### src/rtl/adder_pkg.sv
// Shared definitions for the sequential wide adder and its 16-bit slice adder.
package adder_pkg;

  localparam int SLICE_W = 16;

  typedef enum logic [1:0] {
    IDLE = 2'd0,
    RUN  = 2'd1,
    DONE = 2'd2
  } state_e;

  // Two's-complement overflow: operands agree in sign, result does not.
  function automatic logic signed_ovf(input logic a_msb, input logic b_msb, input logic s_msb);
    return (a_msb == b_msb) && (s_msb != a_msb);
  endfunction

endpackage

### src/rtl/adder.sv
// 16-bit Kogge-Stone prefix adder with carry-in; purely combinational.
module adder
  import adder_pkg::*;
(
  input  logic [SLICE_W-1:0] a,
  input  logic [SLICE_W-1:0] b,
  input  logic               cin,
  output logic [SLICE_W-1:0] sum,
  output logic               cout
);

  localparam int LV = $clog2(SLICE_W);

  // Level 0 holds bitwise generate/propagate; level LV holds group [i:0].
  logic [LV:0][SLICE_W-1:0] g;
  logic [LV:0][SLICE_W-1:0] p;
  logic [SLICE_W:0]         c;

  assign g[0] = a & b;
  assign p[0] = a ^ b;

  for (genvar l = 0; l < LV; l++) begin : g_lvl
    for (genvar i = 0; i < SLICE_W; i++) begin : g_bit
      if (i >= (1 << l)) begin : g_op
        assign g[l+1][i] = g[l][i] | (p[l][i] & g[l][i-(1<<l)]);
        assign p[l+1][i] = p[l][i] & p[l][i-(1<<l)];
      end else begin : g_pass
        assign g[l+1][i] = g[l][i];
        assign p[l+1][i] = p[l][i];
      end
    end
  end

  // Fold the carry-in in after the prefix tree so the tree stays cin-independent.
  assign c[0]         = cin;
  assign c[SLICE_W:1] = g[LV] | (p[LV] & {SLICE_W{cin}});
  assign sum          = p[0] ^ c[SLICE_W-1:0];
  assign cout         = c[SLICE_W];

endmodule

### src/rtl/adder_wide_seq.sv
// Multi-cycle WIDTH-bit adder: one 16-bit prefix adder reused per slice,
// LSB slice first, with the slice carry held in a register between passes.
module adder_wide_seq
  import adder_pkg::*;
#(
  parameter int WIDTH = 64
) (
  input  logic             clk,
  input  logic             rst_n,
  input  logic             in_valid,
  output logic             in_ready,
  input  logic [WIDTH-1:0] in_a,
  input  logic [WIDTH-1:0] in_b,
  input  logic             in_cin,
  input  logic             abort,
  output logic             out_valid,
  input  logic             out_ready,
  output logic [WIDTH-1:0] out_sum,
  output logic             out_cout,
  output logic             out_ovf
);

  localparam int NSLICE = WIDTH / SLICE_W;
  localparam int IDXW   = (NSLICE > 1) ? $clog2(NSLICE) : 1;
  localparam logic [IDXW-1:0] LAST = IDXW'(NSLICE - 1);

  if (WIDTH < SLICE_W || (WIDTH % SLICE_W) != 0) begin : g_width_chk
    $error("adder_wide_seq: WIDTH must be a non-zero multiple of 16");
  end

  state_e state, state_d;

  logic [NSLICE-1:0][SLICE_W-1:0] a_reg, b_reg, sum_reg, sum_next, res_q;
  logic [IDXW-1:0]                idx;
  logic                           carry;
  logic                           cout_q, ovf_q;
  logic                           accept;

  logic [SLICE_W-1:0] add_sum;
  logic               add_cout;

  adder u_adder (
    .a    (a_reg[idx]),
    .b    (b_reg[idx]),
    .cin  (carry),
    .sum  (add_sum),
    .cout (add_cout)
  );

  // State register.
  always_ff @(posedge clk or negedge rst_n) begin
    if (!rst_n) state <= IDLE;
    else        state <= state_d;
  end

  // Next state and handshake outputs; abort beats both in_valid and out_ready.
  always_comb begin
    state_d   = state;
    in_ready  = 1'b0;
    out_valid = 1'b0;
    accept    = 1'b0;
    case (state)
      IDLE: begin
        in_ready = 1'b1;
        accept   = in_valid && !abort;
        if (accept) state_d = RUN;
      end
      RUN: begin
        if (abort)            state_d = IDLE;
        else if (idx == LAST) state_d = DONE;
      end
      DONE: begin
        out_valid = 1'b1;
        if (abort || out_ready) state_d = IDLE;
      end
      default: state_d = IDLE;
    endcase
  end

  // Partial sum with the current slice merged in.
  always_comb begin
    sum_next      = sum_reg;
    sum_next[idx] = add_sum;
  end

  // Operand latch, slice iteration and result capture. Result registers are
  // loaded only on the final slice so outputs hold steady through RUN.
  always_ff @(posedge clk or negedge rst_n) begin
    if (!rst_n) begin
      a_reg   <= '0;
      b_reg   <= '0;
      sum_reg <= '0;
      idx     <= '0;
      carry   <= 1'b0;
      res_q   <= '0;
      cout_q  <= 1'b0;
      ovf_q   <= 1'b0;
    end else begin
      if (accept) begin
        a_reg <= in_a;
        b_reg <= in_b;
        carry <= in_cin;
        idx   <= '0;
      end else if (state == RUN && !abort) begin
        sum_reg <= sum_next;
        carry   <= add_cout;
        if (idx == LAST) begin
          res_q  <= sum_next;
          cout_q <= add_cout;
          ovf_q  <= signed_ovf(a_reg[NSLICE-1][SLICE_W-1],
                               b_reg[NSLICE-1][SLICE_W-1],
                               add_sum[SLICE_W-1]);
        end else begin
          idx <= idx + 1'b1;
        end
      end
    end
  end

  assign out_sum  = res_q;
  assign out_cout = cout_q;
  assign out_ovf  = ovf_q;

endmodule

### config.mk
export PLATFORM = sky130hd
export DESIGN_NAME = adder_wide_seq
export DESIGN_NICKNAME = d
export VERILOG_FILES = /design/src/rtl/adder_pkg.sv /design/src/rtl/adder.sv /design/src/rtl/adder_wide_seq.sv
export SDC_FILE = /design/constraint.sdc
export NUM_CORES = 1
export LEC_CHECK = 0
export BUFFER_PORTS_ARGS = -buffer_cell sky130_fd_sc_hd__buf_2
export CAP_MARGIN = 20
export CORE_MARGIN = 2
export CORE_UTILIZATION = 40
export CTS_CLUSTER_DIAMETER = 40
export DETAILED_ROUTE_END_ITERATION = 7
export PLACE_DENSITY = 0.58
export SLEW_MARGIN = 40
export SYNTH_ARGS = -nofsm -noshare
export SYNTH_HDL_FRONTEND = slang
export SYNTH_SLANG_ARGS = --single-unit
### constraint.sdc
create_clock -name clk -period 4.38 [get_ports clk]
set_input_delay 0.219 -clock clk [delete_from_list [all_inputs] [get_ports clk]]
set_output_delay 0.219 -clock clk [all_outputs]
set_load 0.05 [all_outputs]
[Yosys cells after proc, flatten, opt, wreduce, memory -nomap -nowiden]
Cells that the tools add are included.
Operators by class
  add/subtract/negate cells: 1
  magnitude comparators: 2
  eq/ne operators: 9
  multiplexer cells: 20
  bitwise logic cells: 153
  reductions and logical operators: 12
Operator list (count)
  $and 1x1->1: 98
  $bmux 16 s2: 2
  $bwmux 64: 1
  $or 1x1->1: 49
  $mux 16: 3
  $and 16x16->16: 2
  $demux 16 s2: 1
  $xor 16x16->16: 2
  $or 16x16->16: 1
  $mux 2: 7
  $ne 2x2->1 const B: 3
  $pmux 2 s3: 1
  $reduce_and 3->1: 2
  $mux 1: 5
  $eq 2x2->1 const B: 2
  $logic_and 1x1->1: 4
  $reduce_and 2->1: 2
  $lt 2x3->1 const B: 1
  $ne 3x3->1 const B: 1
  $add 2x1->2 const B: 1
  $eq 2x1->1 const B: 1
  $ge 2x1->1 const B: 1
  $logic_not 2->1: 1
  $reduce_bool 2->1: 1
  5 further kinds: 5
Storage, ports and cells
  register bits: 263
  output and inout port bits: 68
  word-level logic and storage cells: 218

[Logic depth before layout (Yosys ltp)]
Gate-level depths: netlist (run 1).
  depth in word-level cells: 15
  depth in mapped cells: 12
  mapped depth without buffers: 8

[By module]
Synthesis (run 1) repeated with hierarchy kept, for this count alone.
Unflattened totals
  cells, all modules: 859
  area total of the unflattened synthesis: 11571.1 um^2
Modules (own cells, without submodules)
  adder_wide_seq: instances 1, cells an instance 733, area an instance 10700.3 um^2, seq. area each 6180.9 um^2
  adder: instances 1, cells an instance 126, area an instance 870.8 um^2, seq. area each 0.0 um^2

[Worst setup path before layout (run 1)]
Ideal clock, no wire load.
  path kind: reg2reg
  start: register idx[0]
  end: register res_q, in the netlist out_sum[14]
  setup time: 131 ps
  data arrival time: 3124 ps
  data required time: 4249 ps
  path slack: 1125 ps
  cell stages (with the launch flop): 12
  buffers on the path: 3
  cells stage by stage: dfrtp_1 -> clkbuf_1 -> buf_2 -> mux4_2 -> ha_1 -> or2_1 -> and3_1 -> o41ai_2 -> buf_4 -> o211ai_1 -> o211ai_2 -> o21ai_1
Between the ends
  longest elaborated chain between the ends: 13
  elaborated cells between the ends (all ways): 56
  those cells by class: 2 x order compare; 1 x eq/ne; 7 x mux; 44 x bitwise; 2 x reduce/logical
Ends and longest elaborated chain
  start: declaration: RTL line adder_wide_seq.sv:34  | logic [IDXW-1:0] idx;
  start signal: assignment: RTL line adder_wide_seq.sv:114  | idx <= idx + 1'b1;
  $bmux 16 s2, on equally long branches: RTL line adder_wide_seq.sv:43, adder_wide_seq.sv:44
  $mux 16, on equally long branches: RTL line adder_wide_seq.sv:43, adder_wide_seq.sv:44
  $xor 16x16->16 / $and 16x16->16 (equally long branches): RTL line adder.sv:20, adder.sv:19
  $and 1x1->1: RTL line adder.sv:25  | assign g[l+1][i] = g[l][i] | (p[l][i] & g[l][i-(1<<l)]);
  $or 1x1->1: RTL line adder.sv:25
  $and 1x1->1: RTL line adder.sv:25
  $or 1x1->1: RTL line adder.sv:25
  $and 1x1->1 / $or 1x1->1 (equally long branches): RTL line adder.sv:25
  $or 1x1->1 / $and 1x1->1 (equally long branches): RTL line adder.sv:25
  $or 1x1->1: RTL line adder.sv:25
  $or 16x16->16: RTL line adder.sv:36  | assign c[SLICE_W:1] = g[LV] | (p[LV] & {SLICE_W{cin}});
  $xor 16x16->16: RTL line adder.sv:37  | assign sum = p[0] ^ c[SLICE_W-1:0];
  $bwmux 64: RTL line adder_wide_seq.sv:83  | sum_next[idx] = add_sum;
  end signal: assignment: RTL line adder_wide_seq.sv:108  | res_q <= sum_next;
  end: declaration: RTL line adder_wide_seq.sv:33  | logic [NSLICE-1:0][SLICE_W-1:0] a_reg, b_reg, sum_reg, sum_next, res_q;
Parallel ways exist; a longest one is shown, timed or not. The select of a mux whose other input is x is not followed.
A chain may end at the register's enable or synchronous reset.

[Final worst setup path (run 1)]
  start: register idx[0]
  end: register sum_reg[47] (netlist bit)
Between the ends
  longest elaborated chain between the ends: 13
  elaborated cells between the ends (all ways): 57
  those cells by class: 2 x order compare; 7 x mux; 47 x bitwise; 1 x reduce/logical
Ends and longest elaborated chain
  $bmux 16 s2, on equally long branches: RTL line adder_wide_seq.sv:43, adder_wide_seq.sv:44
  $mux 16, on equally long branches: RTL line adder_wide_seq.sv:43, adder_wide_seq.sv:44
  $xor 16x16->16 / $and 16x16->16 (equally long branches): RTL line adder.sv:20, adder.sv:19
  $and 1x1->1, on equally long branches: RTL line adder.sv:25, adder.sv:26
  $or 1x1->1 / $and 1x1->1 (equally long branches): RTL line adder.sv:25
  $and 1x1->1 / $or 1x1->1 (equally long branches): RTL line adder.sv:25
  $or 1x1->1 / $and 1x1->1 (equally long branches): RTL line adder.sv:25
  $and 1x1->1 / $or 1x1->1 (equally long branches): RTL line adder.sv:25
  $or 1x1->1 / $and 1x1->1 (equally long branches): RTL line adder.sv:25
  $or 1x1->1: RTL line adder.sv:25
  $or 16x16->16: RTL line adder.sv:36
  $xor 16x16->16: RTL line adder.sv:37
  $bwmux 64 *: RTL line adder_wide_seq.sv:83
  end signal: assignment: RTL line adder_wide_seq.sv:105  | sum_reg <= sum_next;
  end: declaration: RTL line adder_wide_seq.sv:33
Mark *: on every way between the ends. The rest lies on a longest branch, timed or not. The select of a mux whose other input is x is not followed.

==> metrics.yaml, run 1 <==
r2r-end: "sum_reg[47]$_DFFE_PN0P_"
syn_inst: 930
area_delta_synth_final_pct: 37.4
gr-total-overflow: 0
coreArea_um2: 27900
clkLatencyLatePin_ns: 0.53
clock_skew_ns: 0.0259
r2r_setup_slack_ns: 0.68
utilization: 0.561
cts_tree: "yes"
synth_edf_count: 0
timing.rr.start: "idx[0]$_DFFE_PN0P_"
synth_area_um2: 11400
yosysMostFrequentCell: "dfrtp_1"
synth_flop_cell: "dfrtp_1"
drv_slew: 0
synthDistinctLibCells: 59
die_h_um: 173
numCtsBuffers: 39
fp.dieW_um: 173
drc_errors: 0
port_buffers: 201
max_freq_mhz: 270
firstDrtPassIters: 5
slowest_delay_ns: 0.83
root_buffer: "clkbuf_16"
grt_pass1_vias: 9017
relSlewSlack: 0.468
worst_path_max_delay_cell: "dfrtp_2"
powerDensity_nw_per_um2: 846
vdd.ir_drop.worst_v: 0.000445
h-tree-depth: 2
synth_seq_cells: 247
fillers: 2333
crit_path_max_fanout: 21
layout_min_cycle_time_ns: 3.70
nets: 1412
reg2reg_depth: 9
avgSynthCellArea_um2: 12.2
drive_gt1_frac: 0.365
worstPathArrival_ns: 4.06
synth_nets: 1085
grt_max_degree: 120
setup_viol: 0
post_drt_wl_per_cell_um: 18.8
critPathRequiredTime_ns: 4.74
top_level_ports: 202
wirelength_mm: 31.3
clkTransAtPathRegs_ns: 0.05
vias_per_cell: 5.13
synth_area_leaders: "dfrtp_1, mux2_2, mux4_2"
ys_warn_count: 0
min_path_type: "primary input to async pin"
cts.sinks: 247
cts.path.max_buffers: 3
grt_first_pass_wirelength_mm: 50.4
ys_seq_area_frac: 0.544
synth_top_area_cell: "dfrtp_1"
die-area_um2: 29800
final-hold-violation-count: 0
post_cts_buffers: 0
synth.top_cell.area_share: 0.544
place.gp.congestion: 0.823
ant_nets: 0
initial_core_util: 0.408
worst_hold_slack_ns: 0.112
antenna_found_initial: 3
grt_usage: 0.211
timing.final.crit_share: 0.844
fin_setup_tns_ns: 0
cp-start-kind: "flip-flop"
p_leak_nw: 7.28
crit_path_end_kind: "flip-flop"
row_count: 61
hpwlAfterDp_mm: 20.0
status: "completed"
post_cts_resized: 0
cts_hold_buf: 132
drtIter0Drc: 557
crit_path_cell_trace: "buf_12 > mux4_2 > ha_1 > and3_1 > nand3_1 > a211o_1 > nand2_1 > xnor2_1 > o21ai_0"
max_slew.worst_pin.slew_ns: 0.798
num_vias: 8560
async_reset_ff_frac: 1.00
yosys-top-cells-count: "dfrtp_1, mux2_2, nand2_1, o21ai_0, a21oi_1"
critPathKind: "flip-flop to flip-flop"
rsz0062_at_grt: "no"
max_cap_viol_count: 0
-- critical path, delay by kind of cell (launching register included) --
family,cells,cell delay (ns)
compound gates,2,0.42
xor+xnor,1,0.28
fa+ha+maj,1,0.69
buf+inv,1,0.27
flops,1,0.83
mux,1,0.53
simple gates,3,0.50
-- power breakdown --
part           internal [mW]  total (mW)  leakage, nW  switching, mW
registers               3.00        3.50         3.08          0.493
logic                   2.27        6.24         3.47           3.97
clock network           2.37        3.48        0.732           1.11
-- cell usage in the layout (no fill, tap or decap), types with 8 or more instances in the layout --
cell           instances
a21o_1                10
a21oi_1               52
and3_1                32
buf_2                200
buf_4                 12
bufinv_16              9
clkbuf_16             40
clkbuf_8               9
dfrtp_1              245
dlygate4sd3_1        132
ha_1                  20
mux2_2               133
mux2i_1               15
mux4_2                32
nand2_1              109
nor2_1                26
o21ai_0               93
xnor2_1                8
-- stage by stage --
| stage | instance area, um^2 | worst slack [ns] | power, mW | instances |
|---|---|---|---|---|
| 2_1_floorplan | 11400 | 1.12 | 7.86 | 930 |
| 3_3_place_gp | 12700 | 0.704 | 9.58 | 1460 |
| 3_5_place_dp | 12800 | 0.663 | 9.66 | 1462 |
| 4_1_cts | 15600 | 0.615 | 13.3 | 1665 |
| 5_1_grt | 15600 | 0.314 | 14.0 | 1668 |
| 6_report | 15600 | 0.682 | 13.2 | 1668 |
-- worst max-delay path by stage --
| stage | from | end | slack, ns | cells after the start |
|---|---|---|---|---|
| floorplan | idx[0]$_DFFE_PN0P_ | out_sum[14]$_DFFE_PN0P_ | 1.12 | 11 |
| global placement | idx[0]$_DFFE_PN0P_ | sum_reg[43]$_DFFE_PN0P_ | 0.70 | 8 |
| detailed placement | idx[0]$_DFFE_PN0P_ | sum_reg[47]$_DFFE_PN0P_ | 0.66 | 9 |
| CTS | idx[0]$_DFFE_PN0P_ | sum_reg[47]$_DFFE_PN0P_ | 0.62 | 9 |
| global route | idx[0]$_DFFE_PN0P_ | sum_reg[47]$_DFFE_PN0P_ | 0.31 | 9 |
| finish | idx[0]$_DFFE_PN0P_ | sum_reg[47]$_DFFE_PN0P_ | 0.68 | 9 |
-- final cells by class --
class | count | area [um^2] | share of cell area
Clock inverter | 19 | 363 | 0.0232
Inverter | 6 | 22.5 | 0.00144
Sequential cell | 247 | 6180 | 0.396
Multi-Input combinational cell | 613 | 4900 | 0.313
Tap cell | 378 | 473 | 0.0303
Antenna cell | 3 | 7.51 | 0.000480
Timing Repair Buffer | 350 | 2540 | 0.163
Clock buffer | 52 | 1140 | 0.0727
-- routing by layer --
layer / GRT usage / share of wire
met2: 0.339 / 0.47
met4: 0.0506 / 0.018
met3: 0.0440 / 0.059
met5: 0 / 0
met1: 0.295 / 0.46
-- kinds of logic after synthesis --
kind of cell    count (synthesis)  share of synthesized area
compound gates                194                      0.102
xor+xnor                       17                     0.0144
fa+ha+maj                      21                     0.0238
buf+inv                        70                     0.0270
flops                         247                      0.544
mux                           180                      0.208
simple gates                  201                     0.0809
(Power assumes the default switching activity.)
==> inputs of run 2 (changes only) <==
Settings changed: ABC_AREA set to 1, PLACE_DENSITY 0.58 to 0.6.
Clock period 4.38 ns to 3.4 ns, I/O delays scaled along.
==> run 2 against run 1 <==
Net effect: synthesized area up 3.6%; first-iteration DRC count up 56%; core utilization down 0.86 points; fmax up 24%; final cell count up 36%; global-route usage up 3.1 points; combinational power up 39%.
==> metrics.yaml, run 2 <==
clkTransAtPathRegs_ns: 0.06
cts_tree: "yes"
crit_path_cell_trace: "inv_2 > buf_4 > nor2_1 > o22ai_1 > ha_1 > nand2_1 > nand2_1 > nand2_1 > nand2_1 > nand2_1 > nand2_1 > xnor2_1 > o21ai_0 > nand2_1 > nand2_1"
setup_viol: 0
timing.final.crit_share: 0.876
relSlewSlack: 0.488
mostFrequentLayoutCell: "nand2_1"
gr-usage-met3: 0.0368
cp-start-kind: "flip-flop"
clock_power_share: 0.243
h-tree-depth: 2
antenna_found_initial: 0
area_delta_synth_final_pct: 35.3
num_vias: 11400
switching_power_mw: 8.21
ys_seq_area_frac: 0.527
postPlaceCellArea_um2: 13200
crit_path_max_fanout: 17
synth_edf_count: 0
numCtsBuffers: 40
syn_inst: 1531
drv_slew: 0
worstPathArrival_ns: 3.38
fin_cells: 2265
ys_warn_count: 0
die_h_um: 176
synthDistinctLibCells: 26
clkLatencyLatePin_ns: 0.52
max_cap_viol_count: 0
dp_cells: 2059
grt_first_pass_wirelength_mm: 59.2
fin_total_pwr_mw: 17.4
port_buffers: 201
post_drt_wl_per_cell_um: 16.4
vias_per_cell: 5.02
sequentialPowerShare: 0.260
final_cell_area_um2: 15900
final-hold-violation-count: 0
max_freq_mhz: 336
top_level_ports: 202
grt_usage: 0.242
worst_path_max_delay_cell: "xnor2_1"
max_slew.worst_pin.slew_ns: 0.769
worst_hold_slack_ns: 0.192
clock_skew_ns: 0.0167
firstDrtPassIters: 6
wirelength_mm: 37.0
timing.rr.start: "idx[0]$_DFFE_PN0P_"
power_frac_comb: 0.497
antennaDiodeCount: 0
cts.path.max_buffers: 3
fin_setup_tns_ns: 0
synth_nets: 1686
drive_gt1_frac: 0.174
rsz0062_at_grt: "no"
finalWorstSetupSlack_ns: 0.422
synth_flop_cell: "dfrtp_1"
multiInputGateArea_um2: 4980
synth_area_um2: 11800
status: "completed"
grt.met1_usage: 0.347
crit_path_end_kind: "flip-flop"
synth.top_cell.area_share: 0.527
async_reset_ff_frac: 1.00
final_cell_mix: "nand2_1, dfrtp_1, buf_2, dlygate4sd3_1, o21ai_0"
grt-busiest-layer: "met2"
met2_usage: 0.376
post_cts_resized: 0
regArea_um2: 6210
initial_core_util: 0.408
gr-total-overflow: 0
synth_top_area_cell: "dfrtp_1"
critPathRequiredTime_ns: 3.80
drtIter0Drc: 871
critPathKind: "flip-flop to flip-flop"
place.gp.congestion: 0.912
synth_area_leaders: "dfrtp_1, nand2_1, o21ai_0"
yosysMostFrequentCell: "nand2_1"
fp.dieW_um: 176
dp_slack_ns: 0.427
coreArea_um2: 28900
sw_frac_of_total: 0.472
cpMostUsedCell: "nand2_1"
vdd.ir_drop.worst_v: 0.000533
utilization: 0.552
row_count: 62
fillers: 2614
powerDensity_nw_per_um2: 1090
drc_errors: 0
avgSynthCellArea_um2: 7.69
grt_max_degree: 69
p_leak_nw: 8.57
hpwlAfterDp_mm: 24.9
min_path_type: "primary input to async pin"
ant_nets: 0
die-area_um2: 30800
cts.sinks: 248
synth_seq_cells: 248
p_int_mw: 9.20
layout_min_cycle_time_ns: 2.98
startpoint: "idx[0]$_DFFE_PN0P_"
slowest_delay_ns: 0.49
nets: 2004
yosys-top-cells-count: "nand2_1, dfrtp_1, o21ai_0, nand3_1, nor2_1"
root_buffer: "clkbuf_16"
grt_pass1_vias: 11200
[run 2: changes by cell type after synthesis, sizes merged, moves of 42 or more]
| cell | change |
|---|---|
| nand2 | +614 |
| mux2 | -133 |
| nand3 | +88 |
| inv | +61 |
| nor2 | +58 |
| a21oi | -42 |
[run 2: per-layer routing]
| metal | part of all wire | up-vias |
|---|---|---|
| met5 | 0 | - |
| met3 | 0.062 | 70 |
| li1 | - | 5505 |
| met2 | 0.45 | 436 |
| met4 | 0.031 | 0 |
| met1 | 0.46 | 5364 |
[run 2: kinds of logic after synthesis]
kind of cell | Yosys count | share of synthesized area
xor+xnor | 7 | 0.00521
flops | 248 | 0.527
fa+ha+maj | 21 | 0.0229
compound gates | 178 | 0.0810
simple gates | 929 | 0.313
buf+inv | 148 | 0.0511
[run 2: layout make-up]
type / instances / area share
Clock buffer: 50 / 0.0716
Inverter: 67 / 0.0159
Sequential cell: 248 / 0.389
Clock inverter: 24 / 0.0173
Timing Repair Buffer: 357 / 0.163
Tap cell: 384 / 0.0301
Multi-Input combinational cell: 1135 / 0.313
[run 2: critical path: cells and delay by family, from the launching register on]
kind            cells  cell delay (ns)
compound gates      2             0.49
xor+xnor            1             0.49
fa+ha+maj           1             0.30
buf+inv             2             0.47
flops               1             0.42
simple gates        9             0.67
[run 2: power groups by stage]
stage	combinational [mW]	sequential, mW	clock, mW
6_report	8.66	4.53	4.22
5_1_grt	9.63	4.63	4.42
4_1_cts	8.63	4.52	4.29
3_5_place_dp	8.47	4.55	0
3_3_place_gp	8.35	4.55	0
2_1_floorplan	5.06	5.38	0
[run 2: what timing repair did]
item,4_1_cts,5_1_grt
buffers inserted,0,0
hold buffers,132,0
endpoints found under the hold margin,183,0
endpoints found under the setup margin,0,0
[run 2: worst paths after layout]
| path | to | slack (ns) | cells after the start |
|---|---|---|---|
| max | out_sum[5]$_DFFE_PN0P_ | 0.42 | 15 |
| min | out_sum[2]$_DFFE_PN0P_ | 0.19 | 2 |
| max reg2reg | out_sum[5]$_DFFE_PN0P_ | 0.42 | 15 |
| min reg2reg | out_sum[0]$_DFFE_PN0P_ | 0.47 | 2 |
| max in group asynchronous | b_reg[30]$_DFFE_PN0P_ | 2.46 | 3 |
| min in group clk | out_sum[50]$_DFFE_PN0P_ | 0.33 | 4 |
==> inputs of run 3 (changes only) <==
Settings changed: ABC_AREA 1 to not set, PLACE_DENSITY 0.6 to 0.61.
==> run 3 against run 2 <==
Net effect: combinational power fell by 0.8%; non-clock buffer count rose by 10; critical endpoint is now out_sum[60]$_DFFE_PN0P_; global-route usage fell by 2.9 points; via count fell by 24%.
==> metrics.yaml, run 3 (same netlist as run 1, synthesis figures left out) <==
status: "completed"
grt_first_pass_wirelength_mm: 50.5
cts.path.max_buffers: 3
rsz0062_at_grt: "no"
max_freq_mhz: 319
worst-path-buf-inv: 1
post_cts_buffers: 0
firstDrtPassIters: 5
h-tree-depth: 2
crit_path_cell_trace: "buf_12 > mux4_2 > ha_1 > or2_1 > and3_1 > o41ai_2 > a21boi_4 > xor2_2 > o21ai_0"
area_delta_synth_final_pct: 37.8
min_path_type: "primary input to async pin"
top_level_ports: 202
num_vias: 8697
crit_path_end_kind: "flip-flop"
layout_min_cycle_time_ns: 3.14
final_cell_mix: "dfrtp_1, buf_2, mux2_2, dlygate4sd3_1, nand2_1"
vias_per_cell: 5.16
fin_cells: 1686
clock_skew_ns: 0.0118
worstPathArrival_ns: 3.51
cts_tree: "yes"
vdd.ir_drop.worst_v: 0.000537
root_buffer: "clkbuf_16"
final-hold-violation-count: 0
wirelength_mm: 31.3
cts.sinks: 247
cp-start-kind: "flip-flop"
die-area_um2: 29800
clkLatencyLatePin_ns: 0.52
row_count: 61
drive_gt1_frac: 0.373
clkTransAtPathRegs_ns: 0.05
p_leak_nw: 7.32
coreArea_um2: 27900
grt_usage: 0.213
gr-total-overflow: 0
post_drt_wl_per_cell_um: 18.6
drv_slew: 0
drtIter0Drc: 551
antenna_found_initial: 1
slowest_delay_ns: 0.51
fp.dieW_um: 173
fin_total_pwr_mw: 17.2
relSlewSlack: 0.469
max_slew.worst_pin.slew_ns: 0.794
fin_setup_tns_ns: 0
drc_errors: 0
max_cap_viol_count: 0
nets: 1430
port_buffers: 201
critPathTopFamily: "compound AO/OA/AOI/OAI gates"
place.gp.congestion: 0.771
mostFrequentLayoutCell: "dfrtp_1"
timing.final.crit_share: 0.923
hpwlAfterDp_mm: 20.6
critPathRequiredTime_ns: 3.77
initial_core_util: 0.408
grt_pass1_vias: 9076
powerDensity_nw_per_um2: 1100
worst_hold_slack_ns: 0.0795
worst_path_max_delay_cell: "mux4_2"
dp_cells: 1478
grt_max_degree: 96
fillers: 2294
numCtsBuffers: 40
critPathKind: "flip-flop to flip-flop"
die_h_um: 173
crit_path_max_fanout: 17
ant_nets: 0
setup_viol: 0
==> run 3: cell count changes in the layout (fill, tap and decap cells not counted), moves of 10 or more <==
cell,before,now
a21o_1,0,10
a21oi_1,12,52
and3_1,0,33
inv_1,62,6
mux2_2,0,133
mux2i_1,0,15
mux4_2,0,32
nand2_1,724,110
nand3_1,93,5
nor2_1,83,26
o21ai_0,119,93
o22ai_1,32,0
or2_2,21,1
==> run 3: area by class of cell <==
| class | instances | area [um^2] | area share |
|---|---|---|---|
| inverter | 6 | 22.5 | 0.00144 |
| antenna | 1 | 2.50 | 0.000160 |
| clock inverter | 25 | 304 | 0.0194 |
| multi-input combinational | 613 | 4900 | 0.313 |
| timing repair buffer | 367 | 2690 | 0.171 |
| tap | 378 | 473 | 0.0302 |
| sequential | 247 | 6180 | 0.395 |
| clock buffer | 49 | 1100 | 0.0699 |
==> run 3: per-stage QoR <==
stage               setup WS, ns   util  area (um^2)
finish                     0.263  0.563        15700
global route              0.0962  0.563        15700
CTS                        0.161  0.561        15600
detailed placement         0.163  0.464        12900
global placement           0.295  0.464        12900
floorplan                  0.145      -        11400
==> run 3: timing repair <==
action	4_1_cts	5_1_grt
hold buffers	132	0
resized for setup	0	1
endpoints found under the hold margin	223	0
setup endpoints to repair	0	1
==> run 3: final timing paths <==
check                                             start                      end  slack, ns  depth (start not counted)
worst min register to register  out_sum[51]$_DFFE_PN0P_  out_sum[51]$_DFFE_PN0P_       0.47                          2
max in group asynchronous                         rst_n   out_sum[9]$_DFFE_PN0P_       2.24                          4
worst max-delay path                 idx[0]$_DFFE_PN0P_  out_sum[60]$_DFFE_PN0P_       0.26                          9
worst max register to register       idx[0]$_DFFE_PN0P_  out_sum[60]$_DFFE_PN0P_       0.26                          9
min in group clk                               in_valid    b_reg[58]$_DFFE_PN0P_       0.20                          3
worst min-delay path                              rst_n    b_reg[53]$_DFFE_PN0P_       0.08                          2
==> run 3: power by group <==
part | internal [mW] | switching, mW | total, mW | leakage [nW]
Sequential | 3.87 | 0.566 | 4.44 | 3.08
Combinational | 3.27 | 5.32 | 8.59 | 3.56
Clock | 2.71 | 1.47 | 4.18 | 0.685
==> run 3: worst reg2reg max path: stages, from the launching register on <==
cell and delay, ns:
dfrtp_2 0.40, buf_12 0.20, mux4_2 0.52, ha_1 0.37, or2_1 0.29, and3_1 0.22
o41ai_2 0.37, a21boi_4 0.30, xor2_2 0.20, o21ai_0 0.13
==> run 3: layer usage <==
metal  GRT usage  share of wire  vias to the layer above
li1            -              -                     4063
met1       0.302           0.46                     4310
met2       0.339           0.47                      279
met3      0.0378          0.054                       45
met4      0.0605          0.020                        0
met5           0              0                        -
